File: config.mk
export PLATFORM = sky130hd
export DESIGN_NAME = id_ex_stage
export DESIGN_NICKNAME = d
export VERILOG_FILES = /design/src/rtl/pipe_pkg.sv /design/src/rtl/alu_control.sv /design/src/rtl/id_ex_stage.sv
export SDC_FILE = /design/constraint.sdc
export NUM_CORES = 1
export LEC_CHECK = 0
export ABC_CLOCK_PERIOD_IN_PS = 4450
export CAP_MARGIN = 20
export CORE_AREA = 2 2 149 151
export DETAILED_ROUTE_END_ITERATION = 7
export DIE_AREA = 0 0 151 153
export PLACE_DENSITY = 0.75
export SKIP_LAST_GASP = 1
export SLEW_MARGIN = 15
export SYNTH_ARGS = -nofsm -noshare
export SYNTH_HDL_FRONTEND = slang
export SYNTH_HIERARCHICAL = 1
export SYNTH_SLANG_ARGS = --single-unit
File: constraint.sdc
create_clock -name clk -period 4.45 [get_ports clk]
set_clock_uncertainty 0.2 [all_clocks]
set_input_delay 1.335 -clock clk [delete_from_list [all_inputs] [get_ports clk]]
set_output_delay 1.335 -clock clk [all_outputs]
set_load 0.02 [all_outputs]
File: src/rtl/pipe_pkg.sv
// Shared pipeline definitions: ALU operation codes, alu_op classes and forwarding selects.
package pipe_pkg;

    localparam logic [3:0] ALU_AND = 4'b0000;
    localparam logic [3:0] ALU_OR  = 4'b0001;
    localparam logic [3:0] ALU_ADD = 4'b0010;
    localparam logic [3:0] ALU_SUB = 4'b0110;
    localparam logic [3:0] ALU_SLL = 4'b0111;
    localparam logic [3:0] ALU_SRL = 4'b1000;
    localparam logic [3:0] ALU_SRA = 4'b1001;
    localparam logic [3:0] ALU_XOR = 4'b1010;
    localparam logic [3:0] ALU_SLT = 4'b1111;

    localparam logic [1:0] ALU_OP_MEM    = 2'b00;
    localparam logic [1:0] ALU_OP_BRANCH = 2'b01;
    localparam logic [1:0] ALU_OP_RTYPE  = 2'b10;
    localparam logic [1:0] ALU_OP_ITYPE  = 2'b11;

    typedef enum logic [1:0] {
        FwdRegfile = 2'b00,
        FwdExmem   = 2'b01,
        FwdMemwb   = 2'b10
    } fwd_sel_e;

    // EX/MEM has priority over MEM/WB; x0 is never forwarded.
    function automatic fwd_sel_e fwd_select(input logic [4:0] idx,
                                            input logic [4:0] exmem_rd,
                                            input logic       exmem_we,
                                            input logic [4:0] memwb_rd,
                                            input logic       memwb_we);
        if (exmem_we && (exmem_rd != 5'd0) && (exmem_rd == idx)) return FwdExmem;
        if (memwb_we && (memwb_rd != 5'd0) && (memwb_rd == idx)) return FwdMemwb;
        return FwdRegfile;
    endfunction

endpackage

File: src/rtl/alu_control.sv
// Combinational ALU-control decode: alu_op class, funct3 and funct7[5] to 4-bit ALU operation.
module alu_control
    import pipe_pkg::*;
(
    input  logic [1:0] alu_op,
    input  logic [2:0] funct3,
    input  logic       funct7_5,
    output logic [3:0] operation
);

    always_comb begin
        operation = ALU_ADD;
        case (alu_op)
            ALU_OP_MEM:    operation = ALU_ADD;
            ALU_OP_BRANCH: operation = ALU_SUB;
            default: begin
                case (funct3)
                    // Only R-type distinguishes SUB; ADDI has no funct7 field.
                    3'b000:  operation = (alu_op == ALU_OP_RTYPE && funct7_5) ? ALU_SUB : ALU_ADD;
                    3'b001:  operation = ALU_SLL;
                    3'b010:  operation = ALU_SLT;
                    3'b011:  operation = ALU_SLT;
                    3'b100:  operation = ALU_XOR;
                    3'b101:  operation = funct7_5 ? ALU_SRA : ALU_SRL;
                    3'b110:  operation = ALU_OR;
                    default: operation = ALU_AND;
                endcase
            end
        endcase
    end

endmodule

File: src/rtl/id_ex_stage.sv
// ID/EX pipeline register with ALU-control decode and EX operand forwarding.
// Forwarding muxes are built only when ID_EX_FORWARDING_EN is defined.
module id_ex_stage
    import pipe_pkg::*;
#(
    parameter int unsigned XLEN = 32
) (
    input  logic            clk,
    input  logic            rst_n,
    input  logic            stall,
    input  logic            flush,
    input  logic            id_valid,
    input  logic [XLEN-1:0] id_pc,
    input  logic [XLEN-1:0] id_rs1_data,
    input  logic [XLEN-1:0] id_rs2_data,
    input  logic [XLEN-1:0] id_imm,
    input  logic [4:0]      id_rs1,
    input  logic [4:0]      id_rs2,
    input  logic [4:0]      id_rd,
    input  logic [2:0]      id_funct3,
    input  logic            id_funct7_5,
    input  logic [1:0]      id_alu_op,
    input  logic            id_alu_src,
    input  logic            id_reg_write,
    input  logic            id_mem_read,
    input  logic            id_mem_write,
    input  logic            id_mem_to_reg,
    input  logic            id_branch,
    input  logic [4:0]      exmem_rd,
    input  logic            exmem_reg_write,
    input  logic [XLEN-1:0] exmem_result,
    input  logic [4:0]      memwb_rd,
    input  logic            memwb_reg_write,
    input  logic [XLEN-1:0] memwb_result,
    output logic            ex_valid,
    output logic [XLEN-1:0] ex_pc,
    output logic [2:0]      ex_funct3,
    output logic [4:0]      ex_rd,
    output logic [XLEN-1:0] ex_operand1,
    output logic [XLEN-1:0] ex_operand2,
    output logic [3:0]      ex_operation,
    output logic [XLEN-1:0] ex_store_data,
    output logic            ex_reg_write,
    output logic            ex_mem_read,
    output logic            ex_mem_write,
    output logic            ex_mem_to_reg,
    output logic            ex_branch
);

    logic [3:0]      id_operation;
    logic [XLEN-1:0] rs1_data_q, rs2_data_q, imm_q;
    logic [4:0]      rs1_q, rs2_q;
    logic            alu_src_q;
    logic [XLEN-1:0] rs1_fwd, rs2_fwd, operand2_pre;

    alu_control u_alu_control (
        .alu_op    (id_alu_op),
        .funct3    (id_funct3),
        .funct7_5  (id_funct7_5),
        .operation (id_operation)
    );

    always_ff @(posedge clk or negedge rst_n) begin
        if (!rst_n) begin
            ex_valid      <= 1'b0;
            ex_pc         <= '0;
            ex_funct3     <= '0;
            ex_rd         <= '0;
            ex_operation  <= '0;
            rs1_data_q    <= '0;
            rs2_data_q    <= '0;
            imm_q         <= '0;
            rs1_q         <= '0;
            rs2_q         <= '0;
            alu_src_q     <= 1'b0;
            ex_reg_write  <= 1'b0;
            ex_mem_read   <= 1'b0;
            ex_mem_write  <= 1'b0;
            ex_mem_to_reg <= 1'b0;
            ex_branch     <= 1'b0;
        end else if (flush) begin
            // Bubble: kill valid and side-effecting controls, leave data alone.
            ex_valid      <= 1'b0;
            ex_reg_write  <= 1'b0;
            ex_mem_read   <= 1'b0;
            ex_mem_write  <= 1'b0;
            ex_mem_to_reg <= 1'b0;
            ex_branch     <= 1'b0;
        end else if (!stall) begin
            ex_valid      <= id_valid;
            ex_pc         <= id_pc;
            ex_funct3     <= id_funct3;
            ex_rd         <= id_rd;
            ex_operation  <= id_operation;
            rs1_data_q    <= id_rs1_data;
            rs2_data_q    <= id_rs2_data;
            imm_q         <= id_imm;
            rs1_q         <= id_rs1;
            rs2_q         <= id_rs2;
            alu_src_q     <= id_alu_src;
            ex_reg_write  <= id_reg_write  & id_valid;
            ex_mem_read   <= id_mem_read   & id_valid;
            ex_mem_write  <= id_mem_write  & id_valid;
            ex_mem_to_reg <= id_mem_to_reg & id_valid;
            ex_branch     <= id_branch     & id_valid;
        end
    end

`ifdef ID_EX_FORWARDING_EN
    fwd_sel_e sel1, sel2;

    always_comb begin
        sel1 = fwd_select(rs1_q, exmem_rd, exmem_reg_write, memwb_rd, memwb_reg_write);
        sel2 = fwd_select(rs2_q, exmem_rd, exmem_reg_write, memwb_rd, memwb_reg_write);
        unique case (sel1)
            FwdExmem: rs1_fwd = exmem_result;
            FwdMemwb: rs1_fwd = memwb_result;
            default:  rs1_fwd = rs1_data_q;
        endcase
        unique case (sel2)
            FwdExmem: rs2_fwd = exmem_result;
            FwdMemwb: rs2_fwd = memwb_result;
            default:  rs2_fwd = rs2_data_q;
        endcase
    end
`else
    logic unused_fwd;

    assign rs1_fwd    = rs1_data_q;
    assign rs2_fwd    = rs2_data_q;
    assign unused_fwd = ^{exmem_rd, exmem_reg_write, exmem_result, memwb_rd,
                          memwb_reg_write, memwb_result, rs1_q, rs2_q};
`endif

    assign operand2_pre  = alu_src_q ? imm_q : rs2_fwd;
    assign ex_operand1   = rs1_fwd;
    assign ex_store_data = rs2_fwd;

    // Shift amounts use only the low five bits (drops imm[10] of SRAI).
    always_comb begin
        ex_operand2 = operand2_pre;
        if (ex_operation == ALU_SLL || ex_operation == ALU_SRL || ex_operation == ALU_SRA) begin
            ex_operand2 = {{(XLEN-5){1'b0}}, operand2_pre[4:0]};
        end
    end

endmodule

* Word level (Yosys, flattened, before mapping)
Index checks and enable logic that the tools add are counted.
W data, S select, Z words.
** Storage, ports and cells
- Bits in latches :: 0
- Memory bits (read-only) :: 0
- Input port bits :: 236
- RAM bits :: 0
- Flip-flop bits (word level) :: 147
- Output and inout bits :: 146
- Logic and storage cells :: 58
- Memories kept :: 0
** Cells by class
- Multiplexer cells :: 18
- Shift-type cells :: 0
- Add/subtract/negate cells :: 0
- Div/mod/pow operators :: 0
- Bitwise operators :: 7
- Eq/ne operators :: 12
- Order comparisons :: 0
- Reductions and logical operators :: 7
- Multipliers :: 0
** Operators by type and width (count)
- $mux W32 :: 2
- $pmux W4 S6 :: 1
- $mux W1 :: 13
- $eq A3 B3 Y1 const B :: 3
- $eq A4 B4 Y1 const B :: 2
- $pmux W4 S2 :: 1
- $eq A3 B2 Y1 const B :: 2
- $and A1 B1 Y1 :: 5
- $eq A4 B3 Y1 const B :: 1
- $eq A3 B1 Y1 const B :: 1
- $logic_not A3 Y1 :: 1
- $mux W3 :: 1
- $eq A2 B1 Y1 const B :: 1
- $eq A2 B2 Y1 const B :: 1
- $logic_not A2 Y1 :: 1
- $logic_or A1 B1 Y1 :: 2
- $ne A2 B1 Y1 const B :: 1
- $not A1 Y1 :: 2
- $reduce_and A2 Y1 :: 1
- $reduce_or A2 Y1 :: 1
- $logic_and A1 B1 Y1 :: 1

* Depth between registers and ports, before layout
- Depth after elaboration :: 5
- Mapped depth :: 5
- Depth with buffers taken out :: 4

* Cells and area by module
The synthesis kept the hierarchy.
** Modules (own cells, without submodules)
- id_ex_stage :: cells each 393, area an instance 6436.2 um^2, sequential area each 3678.5 um^2, times used 1
- alu_control :: cells each 10, area an instance 63.8 um^2, sequential area each 0.0 um^2, times used 1

* Worst setup path before layout
No wires, ideal clock.
- Path type :: register -> output
- From :: register ex_operation[1]
- To :: output ex_operand2[10]
- Stages on the path, launching flop included :: 5
- Required time :: 2915 ps
- Path buffers :: 2
- Slack :: 1394 ps
- Data arrival time :: 1521 ps
- Cell sequence :: dfrtp_1 -> and4b_1 -> buf_2 -> buf_2 -> nor3_1
** Between the ends
- Word-level cells in the longest chain between the ends :: 4
- Elaborated cells on any way between the ends :: 6
- Classes of those cells :: eq/ne: 3; mux: 1; reduce/logical: 2
** RTL lines
- from (decl) :: RTL line id_ex_stage.sv:41 : output logic [3:0] ex_operation,
- from (signal assigned) :: RTL line id_ex_stage.sv:94 : ex_operation <= id_operation;
- $eq A4 B3 Y1 or $eq A4 B4 Y1 (tied branches) :: RTL line id_ex_stage.sv:142 : if (ex_operation == ALU_SLL || ex_operation == ALU_SRL || ex_operation == ALU_SRA) begin
- $logic_or A1 B1 Y1 :: RTL line id_ex_stage.sv:142
- $logic_or A1 B1 Y1 (*) :: RTL line id_ex_stage.sv:142
- $mux W32 (*) :: RTL line id_ex_stage.sv:142
- to (decl) :: RTL line id_ex_stage.sv:40 : output logic [XLEN-1:0] ex_operand2,
Every way passes the cells marked *; elsewhere a longest branch is shown, timed or not.

* Worst setup path after layout
- From :: register alu_src_q
- To :: output ex_operand2[26]
** Between the ends
- Word-level cells in the longest chain between the ends :: 2
** RTL lines
- from (decl) :: RTL line id_ex_stage.sv:53 : logic alu_src_q;
- from (signal assigned) :: RTL line id_ex_stage.sv:100 : alu_src_q <= id_alu_src;
- $mux W32 :: RTL line id_ex_stage.sv:135 : assign operand2_pre = alu_src_q ? imm_q : rs2_fwd;
- $mux W32 :: RTL line id_ex_stage.sv:142
Every way passes these cells.

==> flow_metrics.py <==
metrics = {
    "status": {
        "status": "finished clean",
    },
    "floorplanning": {
        "die_w_um": 151,
        "io_pins": 382,
        "coreArea_sq_um": 21500,
        "die_h_um": 153,
        "initial_utilization": 0.303,
        "die_area_sq_um": 23100,
        "rows": 54,
    },
    "clock_network": {
        "cts_tree": "yes",
        "cts.path.max_buffers": 2,
        "cts_resized": 0,
        "hold_buffers": 0,
        "cts_buffers": 17,
        "cts_setup_buffers": 0,
        "cts.sinks": 147,
        "clock_latency_ns": 0.41,
        "clock_tree.root_cell": "clkbuf_16",
        "htreeDepth": 4,
        "clkSlewWorstSetupHoldPaths_ns": 0.06,
    },
    "logic_synthesis": {
        "synth_area_sq_um": 6500,
        "synthCells": 403,
        "synth_fp_nets": 639,
        "synth_most_common_cell": "dfrtp_1",
        "ys_seq_area_frac": 0.566,
        "synth_largest_area_cell": "dfrtp_1",
        "async_flop_share": 1.00,
        "synth_edf_count": 0,
        "synth_cell_types": 24,
        "yosysTopAreaCellShare": 0.566,
        "synth_warnings": 6,
        "synth-seq-cells": 147,
        "syn_area_per_cell_sq_um": 16.1,
        "synth_flop_cell": "dfrtp_1",
        "synth_area_leaders": "dfrtp_1 (57%), mux2_4 (21%), mux2_2 (9.7%)",
        "synth.top_cells.by_count": "dfrtp_1 (147), mux2_4 (90), mux2_2 (56)",
    },
    "routing": {
        "route.detailed.drc": 0,
        "drtPass1Iterations": 4,
        "vias": 4432,
        "wl_mm": 17.4,
        "wl_per_cell_um": 17.6,
        "drtIter0Drc": 136,
        "viasPerCell": 4.46,
        "ant_nets": 0,
    },
    "power": {
        "total_power_mw": 4.59,
        "power.leakage_nw": 4.41,
        "p_per_area_nw_per_um2": 445,
        "vdd_drop_max_mv": 0.251,
    },
    "sta": {
        "hold_viol": 0,
        "finalMaxSlewViolations": 0,
        "fin_crit_sh": 0.895,
        "relSlewSlack": 0.546,
        "fmax_mhz": 251,
        "rsz0062_at_grt": "false",
        "tns_ns": 0,
        "finalSetupViolations": 0,
        "whs_ns": 0.305,
        "min_period_ns": 3.98,
        "worst_pin_slew_ns": 0.680,
    },
    "global_route": {
        "overflow": 0,
        "grt_pass1_wl_mm": 27.4,
        "antenna_found_initial": 0,
        "first_global_vias": 4881,
        "grt.total_usage": 0.154,
        "grt_max_degree": 76,
    },
    "finish": {
        "final_cell_area_sq_um": 10300,
        "area_delta_synth_final_pct": 58.7,
        "nNetsFinal": 936,
        "drive_above_1_share": 0.265,
        "nFillCells": 1917,
        "final_util": 0.480,
    },
    "placement": {
        "dp_hpwl_mm": 12.3,
        "portBuffers": 295,
        "gp_congestion": 0.741,
        "place_area_sq_um": 9680,
    },
    "worst_setup_path": {
        "worstPathRequired_ns": 2.91,
        "critPathMaxFanout": 21,
        "path_class": "reg -> out",
        "arrival_ns": 2.45,
        "critical_path.endpoint_type": "primary output",
        "crit_path_start_kind": "flop",
    },
    "run": {
        "max_cap_viol_count": 0,
    },
    "min_path": {
        "hp-class": "reg -> reg",
    },
}
[layout make-up]
cell class / count / area (sq um) / area share
repair buffers: 304 / 3060 / 0.297
inverters: 1 / 3.75 / 0.000364
clock buffers: 18 / 429 / 0.0416
well taps: 280 / 350 / 0.0340
multi-input cells: 229 / 2590 / 0.251
diodes: 1 / 2.50 / 0.000243
clock inverters: 13 / 199 / 0.0193
flip-flops and latches: 147 / 3680 / 0.357
[metrics by stage]
step           worst slack, ns  instances
2_1_floorplan             1.39        403
3_3_place_gp             0.836        961
3_5_place_dp             0.863        961
4_1_cts                  0.409        992
5_1_grt                  0.293        992
6_report                 0.467        993
[final timing paths]
path                            startpoint              end  slack (ns)  cells past startpoint
worst min-delay path              imm_q[8]         imm_q[8]        0.30                      1
max in group asynchronous            rst_n        ex_pc[20]        2.54                      2
worst max register to register   alu_src_q        alu_src_q        3.11                      1
min in group asynchronous            rst_n        ex_pc[25]        0.65                      1
worst min register to register    imm_q[8]         imm_q[8]        0.30                      1
worst max-delay path             alu_src_q  ex_operand2[26]        0.47                      4
[routing by layer]
| layer | vias up | wire, um | share of wire | track usage |
|---|---|---|---|---|
| met5 | - | 0 | 0 | 0 |
| met4 | 0 | 143 | 0.0082 | 0.0432 |
| met3 | 8 | 1500 | 0.086 | 0.0600 |
| met2 | 170 | 8620 | 0.49 | 0.258 |
| met1 | 2220 | 7170 | 0.41 | 0.184 |
| li1 | 2034 | - | - | - |
[cells by family (layout without fill, tap and decap cells)]
family | after synthesis | count (layout) | share of synthesized area
flops | 147 | 147 | 0.566
compound gates | 10 | 10 | 0.00886
xor+xnor | 1 | 1 | 0.00135
buf+inv | 27 | 336 | 0.0364
other cells | 0 | 1 | 0
mux | 174 | 174 | 0.348
simple gates | 44 | 44 | 0.0395
[critical path, stage by stage (launching register included)]
cell	delay, ns
dfrtp_2	0.81
buf_4	0.33
mux2i_1	0.10
nor3_1	0.13
clkdlybuf4s50_1	0.66
[placed cells by master (no fill, tap or decap), types with 2 or more instances in the layout]
cell             netlist  layout
a21oi_1                5       5
nand2b_1               2       2
clkinv_4               0       2
clkdlybuf4s50_1        0     294
buf_4                  1       6
nand2_1                5       5
mux2i_1               28      28
clkinvlp_4             0       2
clkbuf_16              0      17
inv_6                  0       4
nand3b_1               5       5
buf_12                 0       3
nor3_1                27      27
mux2_2                56      56
bufinv_16              0       4
mux2_4                90      90
dfrtp_1              147     146
[power by group]
group	switching, mW	internal [mW]	total [mW]
Clock	0.603	0.950	1.55
Combinational	0.587	0.782	1.37
Sequential	0.136	1.53	1.66
Total	1.33	3.26	4.59
No activity file was read; power rests on OpenSTA's default activity.
